==> src/rtl/ps2_pkg.sv <==
// ----------------------------------------------------------------------------
// ps2_pkg
// Shared PS/2 definitions for the host transmitter and the receiver path:
//   - ps2_tx_state_t : transmitter FSM state encoding
//   - PS2_* constants: common command / response byte codes
//   - ps2_odd_parity : odd parity bit for one data byte
// ----------------------------------------------------------------------------
package ps2_pkg;

   // State codes are plain constants so legacy code can reuse the encoding.
   localparam logic [2:0] ST_IDLE     = 3'd0;
   localparam logic [2:0] ST_INHIBIT  = 3'd1;
   localparam logic [2:0] ST_START    = 3'd2;
   localparam logic [2:0] ST_SHIFT    = 3'd3;
   localparam logic [2:0] ST_ACK      = 3'd4;
   localparam logic [2:0] ST_WAIT_REL = 3'd5;

   typedef enum logic [2:0] {
      S_IDLE     = ST_IDLE,
      S_INHIBIT  = ST_INHIBIT,
      S_START    = ST_START,
      S_SHIFT    = ST_SHIFT,
      S_ACK      = ST_ACK,
      S_WAIT_REL = ST_WAIT_REL
   } ps2_tx_state_t;

   localparam logic [7:0] PS2_CMD_SET_LED = 8'hED;
   localparam logic [7:0] PS2_CMD_RESET   = 8'hFF;
   localparam logic [7:0] PS2_ACK         = 8'hFA;
   localparam logic [7:0] PS2_BREAK       = 8'hF0;
   localparam logic [7:0] PS2_EXT         = 8'hE0;

   // Odd parity: the 9-bit word (data + parity) carries an odd number of ones.
   function automatic logic ps2_odd_parity(input logic [7:0] d);
      return ~^d;
   endfunction

endpackage

==> src/rtl/ps2_line_sync.sv <==
// ----------------------------------------------------------------------------
// ps2_line_sync
// Brings the raw PS/2 clock/data pins into the system clock domain and flags
// falling edges of the clock line. Shared by the transmitter and receiver.
// Ports:
//   clk_i, rst_i    : system clock, asynchronous active-low reset
//   ps2_clk_i       : raw clock pin (asynchronous)
//   ps2_data_i      : raw data pin (asynchronous)
//   clk_sync_o      : synchronized clock level
//   data_sync_o     : synchronized data level
//   fall_o          : registered one-cycle falling-edge flag, 3 cycles after
//                     the pin edge
// ----------------------------------------------------------------------------
module ps2_line_sync (
   input  logic clk_i,
   input  logic rst_i,
   input  logic ps2_clk_i,
   input  logic ps2_data_i,
   output logic clk_sync_o,
   output logic data_sync_o,
   output logic fall_o
);

   logic r_clk_s1, r_clk_s2, r_clk_s3;
   logic r_data_s1, r_data_s2;
   logic r_fall;

   // Synchronizers reset to the idle (released, high) level so that leaving
   // reset never looks like a falling edge.
   always_ff @(posedge clk_i or negedge rst_i) begin
      if (!rst_i) begin
         r_clk_s1  <= 1'b1;
         r_clk_s2  <= 1'b1;
         r_clk_s3  <= 1'b1;
         r_data_s1 <= 1'b1;
         r_data_s2 <= 1'b1;
         r_fall    <= 1'b0;
      end else begin
         r_clk_s1  <= ps2_clk_i;
         r_clk_s2  <= r_clk_s1;
         r_clk_s3  <= r_clk_s2;
         r_data_s1 <= ps2_data_i;
         r_data_s2 <= r_data_s1;
         r_fall    <= r_clk_s3 & ~r_clk_s2;
      end
   end

   assign clk_sync_o  = r_clk_s2;
   assign data_sync_o = r_data_s2;
   assign fall_o      = r_fall;

endmodule

==> src/rtl/ps2_host_tx.sv <==
// ----------------------------------------------------------------------------
// ps2_host_tx
// Host-to-device PS/2 transmitter. Sends one command byte using the
// request-to-send sequence: inhibit clock, start bit, 8 data bits LSB first
// on device clock falls, odd parity, stop (release), device acknowledge.
// Ports:
//   clk_i, rst_i         : system clock, asynchronous active-low reset
//   data_i, data_val_i   : byte to send and request (taken only when ready_o)
//   ready_o              : idle, can accept a byte
//   done_o / err_o       : one-cycle result pulses (acked / aborted)
//   ps2_clk_i/ps2_data_i : raw pin levels
//   ps2_clk_oe_o         : 1 pulls the clock pin low
//   ps2_data_oe_o        : 1 pulls the data pin low
// ----------------------------------------------------------------------------
module ps2_host_tx
   import ps2_pkg::*;
#(
   parameter int CLK_FREQ_HZ = 50_000_000,
   parameter int INHIBIT_US  = 100,
   parameter int TIMEOUT_US  = 20000
) (
   input  logic       clk_i,
   input  logic       rst_i,
   input  logic [7:0] data_i,
   input  logic       data_val_i,
   output logic       ready_o,
   output logic       done_o,
   output logic       err_o,
   input  logic       ps2_clk_i,
   input  logic       ps2_data_i,
   output logic       ps2_clk_oe_o,
   output logic       ps2_data_oe_o
);

   localparam int INHIBIT_CYC = CLK_FREQ_HZ / 1_000_000 * INHIBIT_US;
   localparam int TIMEOUT_CYC = CLK_FREQ_HZ / 1_000_000 * TIMEOUT_US;
   localparam int INH_W       = $clog2(INHIBIT_CYC) + 1;
   localparam int TMO_W       = $clog2(TIMEOUT_CYC) + 1;

   localparam logic [INH_W-1:0] INH_LAST = INH_W'(INHIBIT_CYC - 1);
   localparam logic [TMO_W-1:0] TMO_LOAD = TMO_W'(TIMEOUT_CYC);

   ps2_tx_state_t    r_state;
   logic [7:0]       r_data;
   logic             r_parity;
   logic [3:0]       r_bit_cnt;
   logic [INH_W-1:0] r_inh_cnt;
   logic [TMO_W-1:0] r_tmo;
   logic             r_clk_oe;
   logic             r_data_oe;
   logic             r_done;
   logic             r_err;

   logic w_clk_s, w_data_s, w_fall;
   logic w_ready;
   logic w_bit;

   ps2_line_sync u_sync (
      .clk_i       (clk_i),
      .rst_i       (rst_i),
      .ps2_clk_i   (ps2_clk_i),
      .ps2_data_i  (ps2_data_i),
      .clk_sync_o  (w_clk_s),
      .data_sync_o (w_data_s),
      .fall_o      (w_fall)
   );

   // Ready is held low during the result pulse so a new request can only be
   // taken once the previous outcome has been reported.
   assign w_ready = (r_state == S_IDLE) & ~r_done & ~r_err;

   // Bit to present after the current fall: data[0..7], then parity.
   assign w_bit = r_bit_cnt[3] ? r_parity : r_data[r_bit_cnt[2:0]];

   always_ff @(posedge clk_i or negedge rst_i) begin
      if (!rst_i) begin
         r_state   <= S_IDLE;
         r_data    <= '0;
         r_parity  <= 1'b0;
         r_bit_cnt <= '0;
         r_inh_cnt <= '0;
         r_tmo     <= '0;
         r_clk_oe  <= 1'b0;
         r_data_oe <= 1'b0;
         r_done    <= 1'b0;
         r_err     <= 1'b0;
      end else begin
         r_done <= 1'b0;
         r_err  <= 1'b0;
         case (r_state)
            S_IDLE: begin
               if (data_val_i && w_ready) begin
                  r_data    <= data_i;
                  r_parity  <= ps2_odd_parity(data_i);
                  r_clk_oe  <= 1'b1;
                  r_inh_cnt <= '0;
                  r_state   <= S_INHIBIT;
               end
            end

            S_INHIBIT: begin
               if (r_inh_cnt == INH_LAST) begin
                  r_data_oe <= 1'b1;          // start bit
                  r_tmo     <= TMO_LOAD;
                  r_state   <= S_START;
               end else begin
                  r_inh_cnt <= r_inh_cnt + 1'b1;
               end
            end

            S_START, S_SHIFT, S_ACK, S_WAIT_REL: begin
               // One shared watchdog covers every wait on the device; it
               // sits at zero until expiry is acted on, so it cannot wrap.
               if (r_tmo == '0) begin
                  r_err     <= 1'b1;
                  r_clk_oe  <= 1'b0;
                  r_data_oe <= 1'b0;
                  r_state   <= S_IDLE;
               end else begin
                  r_tmo <= r_tmo - 1'b1;
                  case (r_state)
                     S_START: begin
                        r_clk_oe  <= 1'b0;    // hand the clock to the device
                        r_bit_cnt <= '0;
                        r_state   <= S_SHIFT;
                     end
                     S_SHIFT: begin
                        if (w_fall) begin
                           r_tmo <= TMO_LOAD;
                           if (r_bit_cnt == 4'd9) begin
                              r_data_oe <= 1'b0;   // stop bit: release
                              r_state   <= S_ACK;
                           end else begin
                              r_data_oe <= ~w_bit;
                              r_bit_cnt <= r_bit_cnt + 1'b1;
                           end
                        end
                     end
                     S_ACK: begin
                        if (w_fall) begin
                           if (!w_data_s) begin
                              r_tmo   <= TMO_LOAD;
                              r_state <= S_WAIT_REL;
                           end else begin
                              r_err   <= 1'b1;
                              r_state <= S_IDLE;
                           end
                        end
                     end
                     default: begin           // S_WAIT_REL
                        if (w_clk_s && w_data_s) begin
                           r_done  <= 1'b1;
                           r_state <= S_IDLE;
                        end
                     end
                  endcase
               end
            end

            default: begin
               r_clk_oe  <= 1'b0;
               r_data_oe <= 1'b0;
               r_state   <= S_IDLE;
            end
         endcase
      end
   end

   assign ready_o       = w_ready;
   assign done_o        = r_done;
   assign err_o         = r_err;
   assign ps2_clk_oe_o  = r_clk_oe;
   assign ps2_data_oe_o = r_data_oe;

endmodule

==> config.mk <==
export PLATFORM = sky130hd
export DESIGN_NAME = ps2_host_tx
export DESIGN_NICKNAME = d
export VERILOG_FILES = /design/src/rtl/ps2_pkg.sv /design/src/rtl/ps2_line_sync.sv /design/src/rtl/ps2_host_tx.sv
export SDC_FILE = /design/constraint.sdc
export NUM_CORES = 1
export LEC_CHECK = 0
export BUFFER_PORTS_ARGS = -buffer_cell sky130_fd_sc_hd__buf_2
export CAP_MARGIN = 10
export CORE_ASPECT_RATIO = 0.7
export CORE_MARGIN = 2
export CORE_UTILIZATION = 66
export CTS_CLUSTER_DIAMETER = 150
export DETAILED_ROUTE_END_ITERATION = 12
export HOLD_SLACK_MARGIN = 0.06
export PLACE_DENSITY = 0.93
export SLEW_MARGIN = 40
export SYNTH_ARGS = -nofsm -noshare
export SYNTH_HDL_FRONTEND = slang
export SYNTH_SLANG_ARGS = --single-unit
==> constraint.sdc <==
create_clock -name clk_i -period 3.8 [get_ports clk_i]
set_input_delay 0.76 -clock clk_i [delete_from_list [all_inputs] [get_ports clk_i]]
set_output_delay 0.76 -clock clk_i [all_outputs]
set_load 0.01 [all_outputs]
Word-level counts from Yosys, hierarchy flattened:

Cells that the tools add are included.

* bits in registers: 61
* input port bits: 13
* output and inout bits: 5
* logic and storage cells: 112

* add/subtract/negate cells: 3
* magnitude comparators: 1
* eq/ne operators: 20
* mux-type cells: 45
* bitwise operators: 10
* reduce and logical (&&, ||, !) cells: 17

Operators with widths (count)
* 21-bit two-way mux: 5
* 21-bit one-hot mux with 2 select lines: 2
* 14-bit two-way mux: 2
* 14-bit one-hot mux with 2 select lines: 1
* 3-bit two-way mux: 8
* 21-bit zero test: 1
* 21-bit by 1-bit subtractor with 21-bit output, second input constant: 1
* 1-bit two-way mux: 19
* 3-bit one-hot mux with 3 select lines: 2
* 14-bit by 1-bit adder with 14-bit output, second input constant: 1
* 14-bit by 13-bit equality test with 1-bit output, second input constant: 1
* 3-bit AND reduction: 3
* 4-bit two-way mux: 2
* 2-bit inequality test, second input constant: 4
* 4-bit by 3-bit inequality test with 1-bit output, second input constant: 2
* 4-bit one-hot mux with 2 select lines: 1
* 8-bit XNOR reduction: 1
* 1-bit inverter: 7
* 3-bit by 2-bit equality test with 1-bit output, second input constant: 2
* 3-bit equality test, second input constant: 2
* 3-bit inequality test, second input constant: 2
* 6-bit inequality test, second input constant: 1
* 1-bit one-hot mux with 3 select lines: 2
* 6-bit AND reduction: 1
* 17 further kinds: 23

Logic depth before layout (Yosys ltp):

* depth after elaboration: 9
* mapped depth: 8
* depth with buffers taken out: 7

Hierarchy:

Synthesis repeated with hierarchy kept, for this count alone.

* cells, all modules: 362
* area, all modules: 3418.3 µm²

Modules (own cells, without submodules)
* ps2_host_tx: times used 1, cells an instance 355, area each 3248.1 µm², sequential area each 1376.3 µm²
* ps2_line_sync: times used 1, cells an instance 7, area each 170.2 µm², sequential area each 156.4 µm²

Worst setup path before layout:

OpenSTA, ideal clock, no wires.

* kind: reg2reg
* start point: register r_inh_cnt[0]
* end point: register r_inh_cnt[12]
* setup time: 78 ps
* arrival time: 1810 ps
* required time: 3722 ps
* setup slack: 1911 ps
* cell stages (with the launch flop): 7
* path buffers: 0
* period minus slack after synthesis: 1889 ps
* cell sequence: dfrtp_1 > ha_1 > and4_1 > nand4_1 > a21oi_4 > or4_1 > a21oi_1

* longest elaborated chain between the ends: 3
* elaborated cells between the ends (all ways): 6
* classes of those cells: 1 x add/sub; 2 x eq/ne; 2 x mux; 1 x reduce/logical

RTL lines
* from (decl): RTL line ps2_host_tx.sv:47 `logic [INH_W-1:0] r_inh_cnt;`
* from (signal assigned): RTL line ps2_host_tx.sv:107 `r_inh_cnt <= r_inh_cnt + 1'b1;`
* 14-bit by 1-bit adder with 14-bit output / 14-bit by 13-bit equality test with 1-bit output (equally long branches): RTL line ps2_host_tx.sv:107, ps2_host_tx.sv:102
* 14-bit two-way mux / 2-bit inequality test (equally long branches)
* 14-bit one-hot mux with 2 select lines / 3-bit AND reduction (equally long branches)

Several ways; a longest one is shown, not always the timed one. The select of a mux whose other input is x is not followed.
A chain may end at the register's enable or synchronous reset.

Worst setup path after layout:

* start point: register r_tmo[0]
* end point: register r_tmo[20]

* longest elaborated chain between the ends: 6
* elaborated cells between the ends (all ways): 10
* classes of those cells: 1 x add/sub; 1 x eq/ne; 6 x mux; 2 x reduce/logical

RTL lines
* from (decl): RTL line ps2_host_tx.sv:48 `logic [TMO_W-1:0] r_tmo;`
* from (signal assigned): RTL line ps2_host_tx.sv:120 `r_tmo <= r_tmo - 1'b1;`
* 21-bit by 1-bit subtractor with 21-bit output: RTL line ps2_host_tx.sv:120
* 21-bit two-way mux: RTL line ps2_host_tx.sv:141 `if (!w_data_s) begin`
* 21-bit two-way mux: RTL line ps2_host_tx.sv:140 `if (w_fall) begin`
* 21-bit one-hot mux with 2 select lines: RTL line ps2_host_tx.sv:121 `case (r_state)`
* 21-bit two-way mux: RTL line ps2_host_tx.sv:114 `if (r_tmo == '0) begin`
* 21-bit one-hot mux with 2 select lines: RTL line ps2_host_tx.sv:90 `case (r_state)`

Several ways; a longest one is shown, not always the timed one. The select of a mux whose other input is x is not followed.

==> results_dict.tcl <==
set metrics [dict create \
    gp_congestion 0.807 \
    via_count 3072 \
    setup-violations-final 0 \
    nNetsFinal 412 \
    cts_made_buffers 9 \
    num_antenna_cells 0 \
    rows 22 \
    drc_errors 0 \
    hold_path.class "flop to flop" \
    status "completed" \
    cp_max_fo 11 \
    grt_use_total 0.295 \
    wirelength_um 7880 \
    drive_gt1_frac 0.131 \
    dieArea_mm2 0.00591 \
    pin_count 18 \
    vdd_drop_max_mv 0.363 \
    p_per_area_mw_per_mm2 481 \
    die_w_um 91.1 \
    syn-cell-area_mm2 0.00350 \
    critPathLaunchType "flop" \
    gr-total-overflow 0 \
    worst_skew_pair.late_latency_ps 350 \
    antenna_left 0 \
    async_reset_ff_frac 1.00 \
    synth_edf_count 0 \
    syn_nets 400 \
    maxCapViolCount 0 \
    portBuffers 17 \
    die_y_um 64.9 \
    fmax_mhz 405 \
    first_iter_violations 404 \
    yosysSeqAreaShare 0.438 \
    cts-resized-gates 0 \
    finalSetupTns_ps 0 \
    cts_sinks 61 \
    rsz0062_at_grt "false" \
    worstPathCellList "inv_1 > ha_1 > nor4b_4 > nand4_2 > o21ai_1 > nor3_1 > a211o_1" \
    endpoint_kind "flop" \
    synth_ff_type "dfrtp_1" \
    synth_cell_type_count 61 \
    antenna_found_initial 0 \
    p_leak_nw 1.71 \
    worst_path_max_delay_cell "o21ai_1" \
    first_pass_iters 6 \
    tightestPinTransition_ps 841 \
    cts_setup_buffers 0 \
    cts-hold-fix-buffers 0 \
    arrival_ps 2710 \
    grt_max_degree 51 \
    fin_crit_sh 0.650 \
    cts_root_buffer "clkbuf_8" \
    worstSetupPathType "flop to flop" \
    timing.final.crit_period_ps 2470 \
    ys_seq_elements 61 \
    clk_pin_slew_ps 70 \
    synthCells 382 \
    coreArea_mm2 0.00517 \
    area_growth_pct 7.08 \
    grt_pass1_vias 2894 \
    critPathRequiredTime_ps 4040 \
    wl_per_cell_um 16.8 \
    tritoncts "built" \
    grt_pass1_wl_um 13600 \
    skew_ps 6.15 \
    yosysWarnings 0 \
    avgSynthCellArea_um2 9.16 \
    slew_viol_final 0 \
    vias_per_cell 6.54 \
    slowest_delay_ps 740 \
    relSlewSlack 0.435 \
    post-dp-hpwl_um 5400 \
    cts_max_level 3 \
    clock_path_buffers 2 \
    finalPower_mw 1.80 \
    initial_core_util 0.676 \
    hold_viol 0 \
]
==> metal layers <==
layer  wire [µm]  vias up  global-route usage
met1        3420     1467               0.389
met5           0        -                   0
met4         165        0               0.117
met2        3670      143               0.460
met3         626       25              0.0907
li1            -     1437                   -
==> cell families (layout without fill, tap and decap cells) <==
family,Yosys count,count (layout),synth area share
AOI/OAI and AO/OA,103,103,0.194
DFF,61,61,0.438
and+or+nand+nor,174,174,0.268
muxes,4,4,0.0186
adders and majority gates,5,5,0.0179
xor gates and xnor gates,11,11,0.0275
buffers and inverters,24,40,0.0354
==> registers in the layout, indices dropped and copies added, names as in the netlist <==
| register | cells |
|---|---|
| u_sync.r_clk_s1 | 1 |
| ps2_data_oe_o | 1 |
| ps2_clk_oe_o | 1 |
| u_sync.r_clk_s3 | 1 |
| r_parity | 1 |
| u_sync.data_sync_o | 1 |
| r_tmo | 21 |
| r_data | 8 |
| r_state | 3 |
| r_bit_cnt | 4 |
| u_sync.r_data_s1 | 1 |
| u_sync.fall_o | 1 |
| err_o | 1 |
| u_sync.clk_sync_o | 1 |
| done_o | 1 |
| r_inh_cnt | 14 |
==> worst paths after layout <==
check,start,endpoint,slack [ps],depth (start not counted)
setup / recovery,r_tmo[0],r_tmo[20],1330,7
max in group asynchronous,rst_i,r_tmo[13],2750,2
hold / removal,u_sync.r_data_s1,u_sync.data_sync_o,360,0
setup reg to reg,r_tmo[0],r_tmo[20],1330,7
hold reg to reg,u_sync.r_data_s1,u_sync.data_sync_o,360,0
min in group asynchronous,rst_i,r_data[6],420,1
==> through the flow <==
| step | worst slack (ps) | hold slack, ps | std cells | instance area [µm²] | utilization |
|---|---|---|---|---|---|
| final | 1330 | 356 | 470 | 3750 | 0.724 |
| after floorplan | 1910 | 345 | 382 | 3500 | - |
| after detailed placement | 1090 | 347 | 455 | 3590 | 0.693 |
| after global placement | 1230 | 345 | 455 | 3590 | 0.693 |
| after CTS | 1070 | 356 | 470 | 3750 | 0.724 |
| after global routing | 1210 | 363 | 470 | 3750 | 0.724 |
==> final cells by class <==
class                   instances  area, µm²
clock inverters                 2       10.0
repair buffers                 18       95.1
flip-flops and latches         61       1530
multi-input cells             297       1850
clock buffers                  13        149
inverters                       7       26.3
fillers                       396       1430
well taps                      72       90.1
==> cell usage in the layout (no fill, tap or decap), types with 5 or more instances in the layout <==
master / Yosys / final
nand2_1: 58 / 58
dfrtp_1: 56 / 56
a21oi_1: 32 / 32
nor2_1: 29 / 29
nand3_1: 19 / 19
o21ai_0: 16 / 16
buf_2: 6 / 16
a31oi_1: 10 / 10
clkbuf_8: 0 / 10
o31ai_1: 9 / 9
nor3_1: 8 / 8
inv_1: 7 / 7
and2_1: 7 / 7
nand4_1: 7 / 7
xnor2_1: 7 / 7
a21o_1: 5 / 5
or3_1: 5 / 5
or4_1: 5 / 5
ha_1: 5 / 5
dfstp_2: 5 / 5
==> worst max-delay path, delay by kind of cell (launching register included) <==
| kind | cells | cell delay [ps] |
|---|---|---|
| DFF | 1 | 420 |
| adders and majority gates | 1 | 160 |
| and+or+nand+nor | 3 | 660 |
| buffers and inverters | 1 | 120 |
| AOI/OAI and AO/OA | 2 | 990 |
==> power breakdown <==
| part | total [mW] | internal (mW) | switching [mW] | leakage, nW |
|---|---|---|---|---|
| sequential | 0.839 | 0.736 | 0.102 | 0.812 |
| clock | 0.496 | 0.249 | 0.247 | 0.0833 |
| combinational | 0.467 | 0.170 | 0.297 | 0.816 |
| total | 1.80 | 1.16 | 0.646 | 1.71 |
==> synthesized netlist by cell type (4+ instances only) <==
| cell | count | area, µm² |
|---|---|---|
| or3_1 | 5 | 31.3 |
| dfrtp_1 | 56 | 1400 |
| o211ai_1 | 4 | 30.0 |
| nand3b_1 | 4 | 30.0 |
| nand4_1 | 7 | 43.8 |
| and2_1 | 7 | 43.8 |
| xor2_1 | 4 | 35.0 |
| o21ai_0 | 16 | 80.1 |
| a31oi_1 | 10 | 62.6 |
| buf_2 | 6 | 30.0 |
| nor3_1 | 8 | 40.0 |
| and3_1 | 4 | 25.0 |
| clkbuf_1 | 6 | 22.5 |
| nor4_1 | 4 | 25.0 |
| a21o_1 | 5 | 37.5 |
| nand3_1 | 19 | 95.1 |
| nor2_1 | 29 | 109 |
| nand2_1 | 58 | 218 |
| o31ai_1 | 9 | 67.6 |
| or4_1 | 5 | 37.5 |
| a21oi_1 | 32 | 160 |
| ha_1 | 5 | 62.6 |
| dfstp_2 | 5 | 131 |
| xnor2_1 | 7 | 61.3 |
| inv_1 | 7 | 26.3 |
No activity file was read; power rests on OpenSTA's default activity.
